$ cat src/rtl/max7219_daisy_ctrl.sv
// max7219_daisy_ctrl: serial driver for a daisy chain of MAX7219 matrix drivers
// with single-frame writes and a built-in 14-frame power-up init sequence.
module max7219_daisy_ctrl #(
  parameter int G_NB_MATRIX = 8,
  parameter int G_CLK_DIV   = 4
) (
  input  logic                     clk,
  input  logic                     rst_n,
  input  logic                     i_start,
  input  logic [3:0]               i_addr,
  input  logic [8*G_NB_MATRIX-1:0] i_data,
  input  logic                     i_init,
  input  logic [3:0]               i_intensity,
  output logic                     o_busy,
  output logic                     o_done,
  output logic                     o_init_done,
  output logic                     o_max7219_clk,
  output logic                     o_max7219_din,
  output logic                     o_max7219_load
);
  localparam int C_NB_BITS = 16 * G_NB_MATRIX;
  localparam int C_BW = C_NB_BITS > 1 ? $clog2(C_NB_BITS) : 1;
  localparam int C_DW = G_CLK_DIV > 1 ? $clog2(G_CLK_DIV) : 1;
  localparam logic [3:0] C_LAST = 4'd13;
  typedef enum logic [2:0] {IDLE, SHIFT_LO, SHIFT_HI, LOAD, GAP} t_state;
  t_state               r_state, w_next;
  logic [C_NB_BITS-1:0] r_shift;
  logic [C_BW-1:0]      r_bit;
  logic [C_DW-1:0]      r_div;
  logic [3:0]           r_idx;
  logic [3:0]           r_intensity;
  logic                 r_init;
  logic                 w_div_last;
  logic                 w_bit_last;
  logic                 w_init_more;

  // Word for the last matrix in the chain sits in the top bits so it leaves first.
  function automatic logic [C_NB_BITS-1:0] f_frame(input logic [3:0] addr,
                                                   input logic [8*G_NB_MATRIX-1:0] data);
    f_frame = '0;
    for (int k = 0; k < G_NB_MATRIX; k++) f_frame[16*k +: 16] = {4'h0, addr, data[8*k +: 8]};
  endfunction

  function automatic logic [C_NB_BITS-1:0] f_init_frame(input logic [3:0] idx,
                                                        input logic [3:0] intensity);
    logic [3:0] a;
    logic [7:0] d;
    a = idx == 4'd0 ? 4'hC : idx == 4'd1 ? 4'hF : idx == 4'd2 ? 4'h9 :
        idx == 4'd3 ? 4'hB : idx == 4'd4 ? 4'hA : idx == C_LAST ? 4'hC : idx - 4'd4;
    d = idx == 4'd3 ? 8'h07 : idx == 4'd4 ? {4'h0, intensity} : idx == C_LAST ? 8'h01 : 8'h00;
    f_init_frame = f_frame(a, {G_NB_MATRIX{d}});
  endfunction

  assign w_div_last  = r_div == C_DW'(G_CLK_DIV - 1);
  assign w_bit_last  = r_bit == C_BW'(C_NB_BITS - 1);
  assign w_init_more = r_init && r_idx != C_LAST;

  always_ff @(posedge clk) begin
    if (!rst_n) r_state <= IDLE;
    else        r_state <= w_next;
  end

  always_comb begin
    w_next = r_state;
    case (r_state)
      IDLE:     w_next = (i_init || i_start) ? SHIFT_LO : IDLE;
      SHIFT_LO: w_next = w_div_last ? SHIFT_HI : SHIFT_LO;
      SHIFT_HI: w_next = !w_div_last ? SHIFT_HI : w_bit_last ? LOAD : SHIFT_LO;
      LOAD:     w_next = w_div_last ? GAP : LOAD;
      GAP:      w_next = !w_div_last ? GAP : w_init_more ? SHIFT_LO : IDLE;
      default:  w_next = IDLE;
    endcase
  end

  always_comb begin
    o_busy         = r_state != IDLE;
    o_max7219_clk  = r_state == SHIFT_HI;
    o_max7219_din  = (r_state == SHIFT_LO || r_state == SHIFT_HI) && r_shift[C_NB_BITS-1];
    o_max7219_load = r_state == LOAD;
    o_done         = r_state == GAP && w_div_last && !r_init;
    o_init_done    = r_state == GAP && w_div_last && r_init && r_idx == C_LAST;
  end

  always_ff @(posedge clk) begin
    if (!rst_n) begin
      r_shift     <= '0;
      r_bit       <= '0;
      r_div       <= '0;
      r_idx       <= '0;
      r_intensity <= '0;
      r_init      <= 1'b0;
    end else begin
      r_div <= (r_state == IDLE || w_div_last) ? '0 : r_div + 1'b1;
      if (r_state == IDLE && i_init) begin
        r_init      <= 1'b1;
        r_idx       <= '0;
        r_intensity <= i_intensity;
        r_shift     <= f_init_frame(4'd0, i_intensity);
        r_bit       <= '0;
      end else if (r_state == IDLE && i_start) begin
        r_init  <= 1'b0;
        r_shift <= f_frame(i_addr, i_data);
        r_bit   <= '0;
      end else if (r_state == SHIFT_HI && w_div_last && !w_bit_last) begin
        r_shift <= r_shift << 1;
        r_bit   <= r_bit + 1'b1;
      end else if (r_state == GAP && w_div_last && w_init_more) begin
        r_idx   <= r_idx + 4'd1;
        r_shift <= f_init_frame(r_idx + 4'd1, r_intensity);
        r_bit   <= '0;
      end
    end
  end
endmodule

$ cat config.mk
export PLATFORM = sky130hd
export DESIGN_NAME = max7219_daisy_ctrl
export DESIGN_NICKNAME = d
export VERILOG_FILES = /design/src/rtl/max7219_daisy_ctrl.sv
export SDC_FILE = /design/constraint.sdc
export NUM_CORES = 1
export LEC_CHECK = 0
export CORE_AREA = 5 5 117 119
export CTS_CLUSTER_DIAMETER = 120
export DETAILED_ROUTE_END_ITERATION = 12
export DIE_AREA = 0 0 122 124
export PLACE_DENSITY = 0.79
export SYNTH_ARGS = -nofsm -noshare
export SYNTH_HDL_FRONTEND = slang
export SYNTH_SLANG_ARGS = --single-unit
$ cat constraint.sdc
create_clock -name clk -period 6.3 [get_ports clk]
set_input_delay 0.63 -clock clk [delete_from_list [all_inputs] [get_ports clk]]
set_output_delay 0.63 -clock clk [all_outputs]
set_load 0.01 [all_outputs]
* Word-level counts from Yosys, hierarchy flattened
Cells that the tools add are included.
Storage, ports and cells: memories 0, latch bits 0, register bits after elaboration 149, word-level logic and storage cells 81, output and inout bits 6, input port bits 76, memory bits (writable) 0, bits in read-only memories 0
Operators by class: shift-type cells 0, order comparisons 0, mux-type cells 25, bitwise operators 3, equal/unequal tests 13, reductions and logical operators 27, multiply operators 0, $add $sub $neg 4, div/mod/pow operators 0
Operators by type and width (number):
- $mux 128 | 2
- $mux 124 | 2
- $mux 4 | 8
- $pmux 3 s5 | 1
- $mux 7 | 2
- $logic_and 1x1->1 | 11
- $eq 4x2->1 const B | 2
- $eq 4x4->1 const B | 2
- $add 7x1->7 const B | 1
- $eq 7x7->1 const B | 1
- $eq 3x2->1 const B | 2
- $mux 2 | 3
- $mux 3 | 2
- $reduce_bool 3->1 | 2
- $mux 1 | 5
- $add 4x1->4 const B | 1
- $eq 4x1->1 const B | 1
- $eq 4x3->1 const B | 1
- $logic_not 4->1 | 1
- $ne 4x4->1 const B | 1
- $reduce_bool 2->1 | 2
- $reduce_bool 4->1 | 1
- $reduce_or 2->1 | 2
- $sub 4x3->4 const B | 1
- other kinds (10) | 15

* Longest topological paths before layout
depth in word-level cells 12, gate-level depth with buffers 9, gate-level depth less buffers 8

* Least setup slack after synthesis
OpenSTA, ideal clock, no wires.
path kind register to register, start register r_idx[0], end register r_shift[121], buffers on the path 0, clock period less this slack 2267 ps, setup time 152 ps, required time 6148 ps, stages on the path, launching flop included 9, arrival 2115 ps, setup slack 4033 ps, cell sequence dfxtp_1 -> ha_1 -> xnor2_1 -> inv_1 -> ha_1 -> and2_1 -> a211o_1 -> a31oi_1 -> a2111oi_0
Between the ends: word-level cells in the longest chain between the ends 11, elaborated cells on any way between the ends 21, classes of those cells 2 x add/sub; 6 x eq/ne; 9 x mux; 4 x reduce/logical
Ends and longest elaborated chain:
- start, declared | line 30 | logic [3:0] r_idx;
- start signal, assigned | line 108 | r_idx <= r_idx + 4'd1;
- $add 4x1->4 | line 109 | r_shift <= f_init_frame(r_idx + 4'd1, r_intensity);
- $sub 4x3->4 or $eq 4x4->1 (tied branches) | line 49 | idx == 4'd3 ? 4'hB : idx == 4'd4 ? 4'hA : idx == C_LAST ? 4'hC : idx - 4'd4;
- $mux 4 (3 in series) | line 49
- $mux 4 (3 in series) | line 48 | a = idx == 4'd0 ? 4'hC : idx == 4'd1 ? 4'hF : idx == 4'd2 ? 4'h9 :
- $mux 128 | line 107 | end else if (r_state == GAP && w_div_last && w_init_more) begin
- $mux 128 | line 104 | end else if (r_state == SHIFT_HI && w_div_last && !w_bit_last) begin
- $mux 124 | line 100 | end else if (r_state == IDLE && i_start) begin
- end signal, assigned | line 102 | r_shift <= f_frame(i_addr, i_data);
- end signal, assigned | line 105 | r_shift <= r_shift << 1;
- end signal, assigned | line 109
- end, declared | line 27 | logic [C_NB_BITS-1:0] r_shift;
Several ways; a longest one is shown, not always the timed one. The select of a mux whose other input is x is not followed. A chain may end at the register's enable or synchronous reset.

* Worst setup path after layout
start register r_state[1], end register r_bit[5]
Between the ends: word-level cells in the longest chain between the ends 4, elaborated cells on any way between the ends 12, classes of those cells 2 x eq/ne; 1 x mux; 9 x reduce/logical
Ends and longest elaborated chain:
- start, declared | line 26 | t_state r_state, w_next;
- start signal, assigned | line 60 | else r_state <= w_next;
- $eq 3x2->1 or $eq 3x3->1 (tied branches) | line 104, 107
- $logic_and 1x1->1 (on tied branches) (2 in series) | line 104, 107
- $mux 7 or $reduce_bool 2->1 (tied branches)
- end signal, assigned | line 106 | r_bit <= r_bit + 1'b1;
- end, declared | line 28 | logic [C_BW-1:0] r_bit;
Several ways; a longest one is shown, not always the timed one.

==> results.py <==
metrics = {
    "logic_synthesis": {
        "ys_warn_count": 0,
        "ys_types": 70,
        "async_flop_share_pct": 0,
        "syn_inst": 770,
        "synthFlopType": "dfxtp_1",
        "synth_area_leaders": "dfxtp_1, nand2_1, a21oi_1",
        "mappedNetlistNets": 857,
        "synth.cell_area_um2": 6740,
        "avgSynthCellArea_um2": 8.76,
        "ys_seq_elements": 149,
        "yosys.area.top_type": "dfxtp_1",
        "yosysTopAreaCellShare_pct": 44.2,
        "synth_edf_count": 0,
        "ys_seq_area_share_pct": 44.2,
    },
    "clock_network": {
        "cts_sinks": 149,
        "cts_root_buf": "clkbuf_16",
        "cts_made_buffers": 17,
        "post_cts_buffers": 0,
        "htree_levels": 4,
        "cts_tree": "done",
        "clockBufferDepth": 2,
        "clk_pin_slew_ns": 0.06,
        "post_cts_resized": 0,
        "ctsHoldBuffers": 0,
        "clk_latency_ns": 0.42,
    },
    "timing": {
        "tns_ns": 0,
        "skew_ns": 0.00712,
        "layout_setup_ws_ns": 3.07,
        "final_max_slew_viol_count": 0,
        "finalHoldViolations": 0,
        "fmax_mhz": 309,
        "worstMarginPinSlew_ns": 1.23,
        "max-slew-margin-rel_pct": 17.6,
        "min_period_ns": 3.23,
        "setup_viol": 0,
        "grt_setup_unrepaired": "no",
        "fin_hold_ws_ns": 0.455,
        "finalCritPeriodShare_pct": 51.3,
    },
    "cells_and_area": {
        "nets": 889,
        "multi_input_area_um2": 3340,
        "fin_util_pct": 64.7,
        "area_growth_pct": 19.7,
        "drive_above_1_share_pct": 9.34,
        "layout_common_cells": "dfxtp_1, nand2_1, clkdlybuf4s50_1, a21oi_1, nand3_1",
        "fillers": 1039,
        "register_area_um2": 2980,
        "fin_cells": 986,
        "final_area_um2": 8070,
        "final_common_cell": "dfxtp_1",
        "diodes": 0,
    },
    "pwr": {
        "p_total_mw": 2.19,
        "p_leak_nw": 2.69,
        "clockPowerShare_pct": 43.8,
        "combPwrFrac_pct": 9.8,
        "seqPwrFrac_pct": 46.5,
        "power.switching_mw": 0.524,
        "peakVddDrop_mv": 0.139,
        "p_sw_share_pct": 23.9,
        "internal_power_mw": 1.67,
        "p_per_area_nw_per_um2": 271,
    },
    "routing": {
        "ant_nets": 0,
        "wl_um": 16700,
        "drtIter0Drc": 550,
        "drcViolationCount": 0,
        "firstDrtPassIters": 6,
        "via_count": 5915,
        "vias_per_cell": 6.00,
        "wl_per_cell_um": 16.9,
    },
    "place": {
        "gp_congestion": 0.872,
        "dp_cells": 955,
        "preCtsSetupSlack_ns": 2.76,
        "dp_hpwl_um": 10600,
        "io_buffers": 81,
        "postPlaceCellArea_um2": 7520,
    },
    "floorplanning": {
        "io_pins": 82,
        "core_area_um2": 12500,
        "fp-row-count": 41,
        "dieArea_um2": 15100,
        "die_x_um": 122,
        "die_h_um": 124,
        "initial_core_util_pct": 54.1,
    },
    "setup_path": {
        "path_cells": "nand4bb_1 -> a21oi_4 -> buf_12 -> o21ai_0 -> a311oi_1",
        "crit_type": "flop to flop",
        "path_max_fanout": 98,
        "required_ns": 6.63,
        "crit_path_start_kind": "flop",
        "cp-end-kind": "flop",
        "crit_path_max_incr_delay_ns": 1.03,
        "slowest_stage": "a21oi_4",
        "crit_arrival_ns": 3.56,
    },
    "global_route": {
        "grt-ovfl-total": 0,
        "antenna_found_initial": 0,
        "groute.usage.overall_pct": 21.9,
        "grt_pass1_wl_um": 26600,
        "grt_start_max_net_pins": 99,
        "grt_pass1_vias": 5552,
    },
    "hold_path": {
        "hold_path.class": "flop to flop",
    },
    "outcome": {
        "status": "finished clean",
    },
    "flow_run": {
        "maxCapViolations": 0,
    },
}
[synth_stat cells (3+ instances only)]
cell / instances
dfxtp_1: 149
nand2_1: 114
a21oi_1: 61
nand3_1: 42
a22oi_1: 40
o22ai_1: 40
buf_2: 39
inv_1: 30
clkbuf_1: 27
o21ai_0: 21
nor3_1: 19
nor2_1: 18
o31ai_1: 17
a221oi_2: 16
a211oi_1: 15
ha_1: 11
nor4_1: 8
o221a_2: 8
o41ai_1: 7
a21boi_0: 5
buf_1: 5
a2111oi_0: 4
and2_1: 4
or3_1: 4
a2111oi_1: 3
nand2b_1: 3
nor3b_1: 3
xnor2_1: 3
[worst max-delay path: cells and delay by family, from the launching register on]
kind | cells | cell delay (ns)
AO/OA/AOI/OAI | 3 | 1.49
AND/OR/NAND/NOR | 1 | 0.51
flip-flops | 1 | 0.67
buffers and inverters | 1 | 0.43
[area by class of cell]
type	instances	area share (%)
clock buffer	24	5.97
clock inverter	7	0.899
inverter	30	1.40
multi-input combinational	517	41.4
sequential	149	37.0
tap	172	2.67
timing repair buffer	87	10.8
[worst paths after layout]
kind / from / end / slack, ns / depth (start not counted)
max: r_state[1] / r_bit[5] / 3.07 / 5
min: r_div[0] / r_div[0] / 0.45 / 1
max reg2reg: r_state[1] / r_bit[5] / 3.07 / 5
min reg2reg: r_div[0] / r_div[0] / 0.45 / 1
[routing by layer]
| metal | GRT usage, % | wire length (um) |
|---|---|---|
| met3 | 4.90 | 845 |
| met1 | 27.4 | 7340 |
| met5 | 0 | 0 |
| met4 | 9.52 | 416 |
| met2 | 36.5 | 8070 |
[registers in the layout, summed over array words and instances, names as in the netlist]
register / flops
r_bit: 7
r_div: 2
r_idx: 4
r_init: 1
r_intensity: 4
r_shift: 128
r_state: 3
[logic make-up (layout without fill, tap and decap cells)]
| logic type | after synthesis | count (layout) | share of synthesized area, % |
|---|---|---|---|
| AOI/OAI and AO/OA | 264 | 264 | 29.1 |
| xor gates and xnor gates | 5 | 5 | 0.650 |
| adders and majority gates | 11 | 11 | 2.04 |
| buffers and inverters | 104 | 148 | 6.74 |
| DFF | 149 | 149 | 44.2 |
| muxes | 1 | 1 | 0.148 |
| and+or+nand+nor | 236 | 236 | 17.1 |
[power groups by stage]
| stage | registers [mW] | clock network, mW | logic [mW] |
|---|---|---|---|
| final | 1.02 | 0.958 | 0.213 |
| after CTS | 1.02 | 0.965 | 0.213 |
| after global placement | 1.04 | 0 | 0.206 |
| after floorplan | 1.03 | 0 | 0.138 |
| after global routing | 1.02 | 1.00 | 0.232 |
| after detailed placement | 1.04 | 0 | 0.210 |
(Power assumes the default switching activity.)
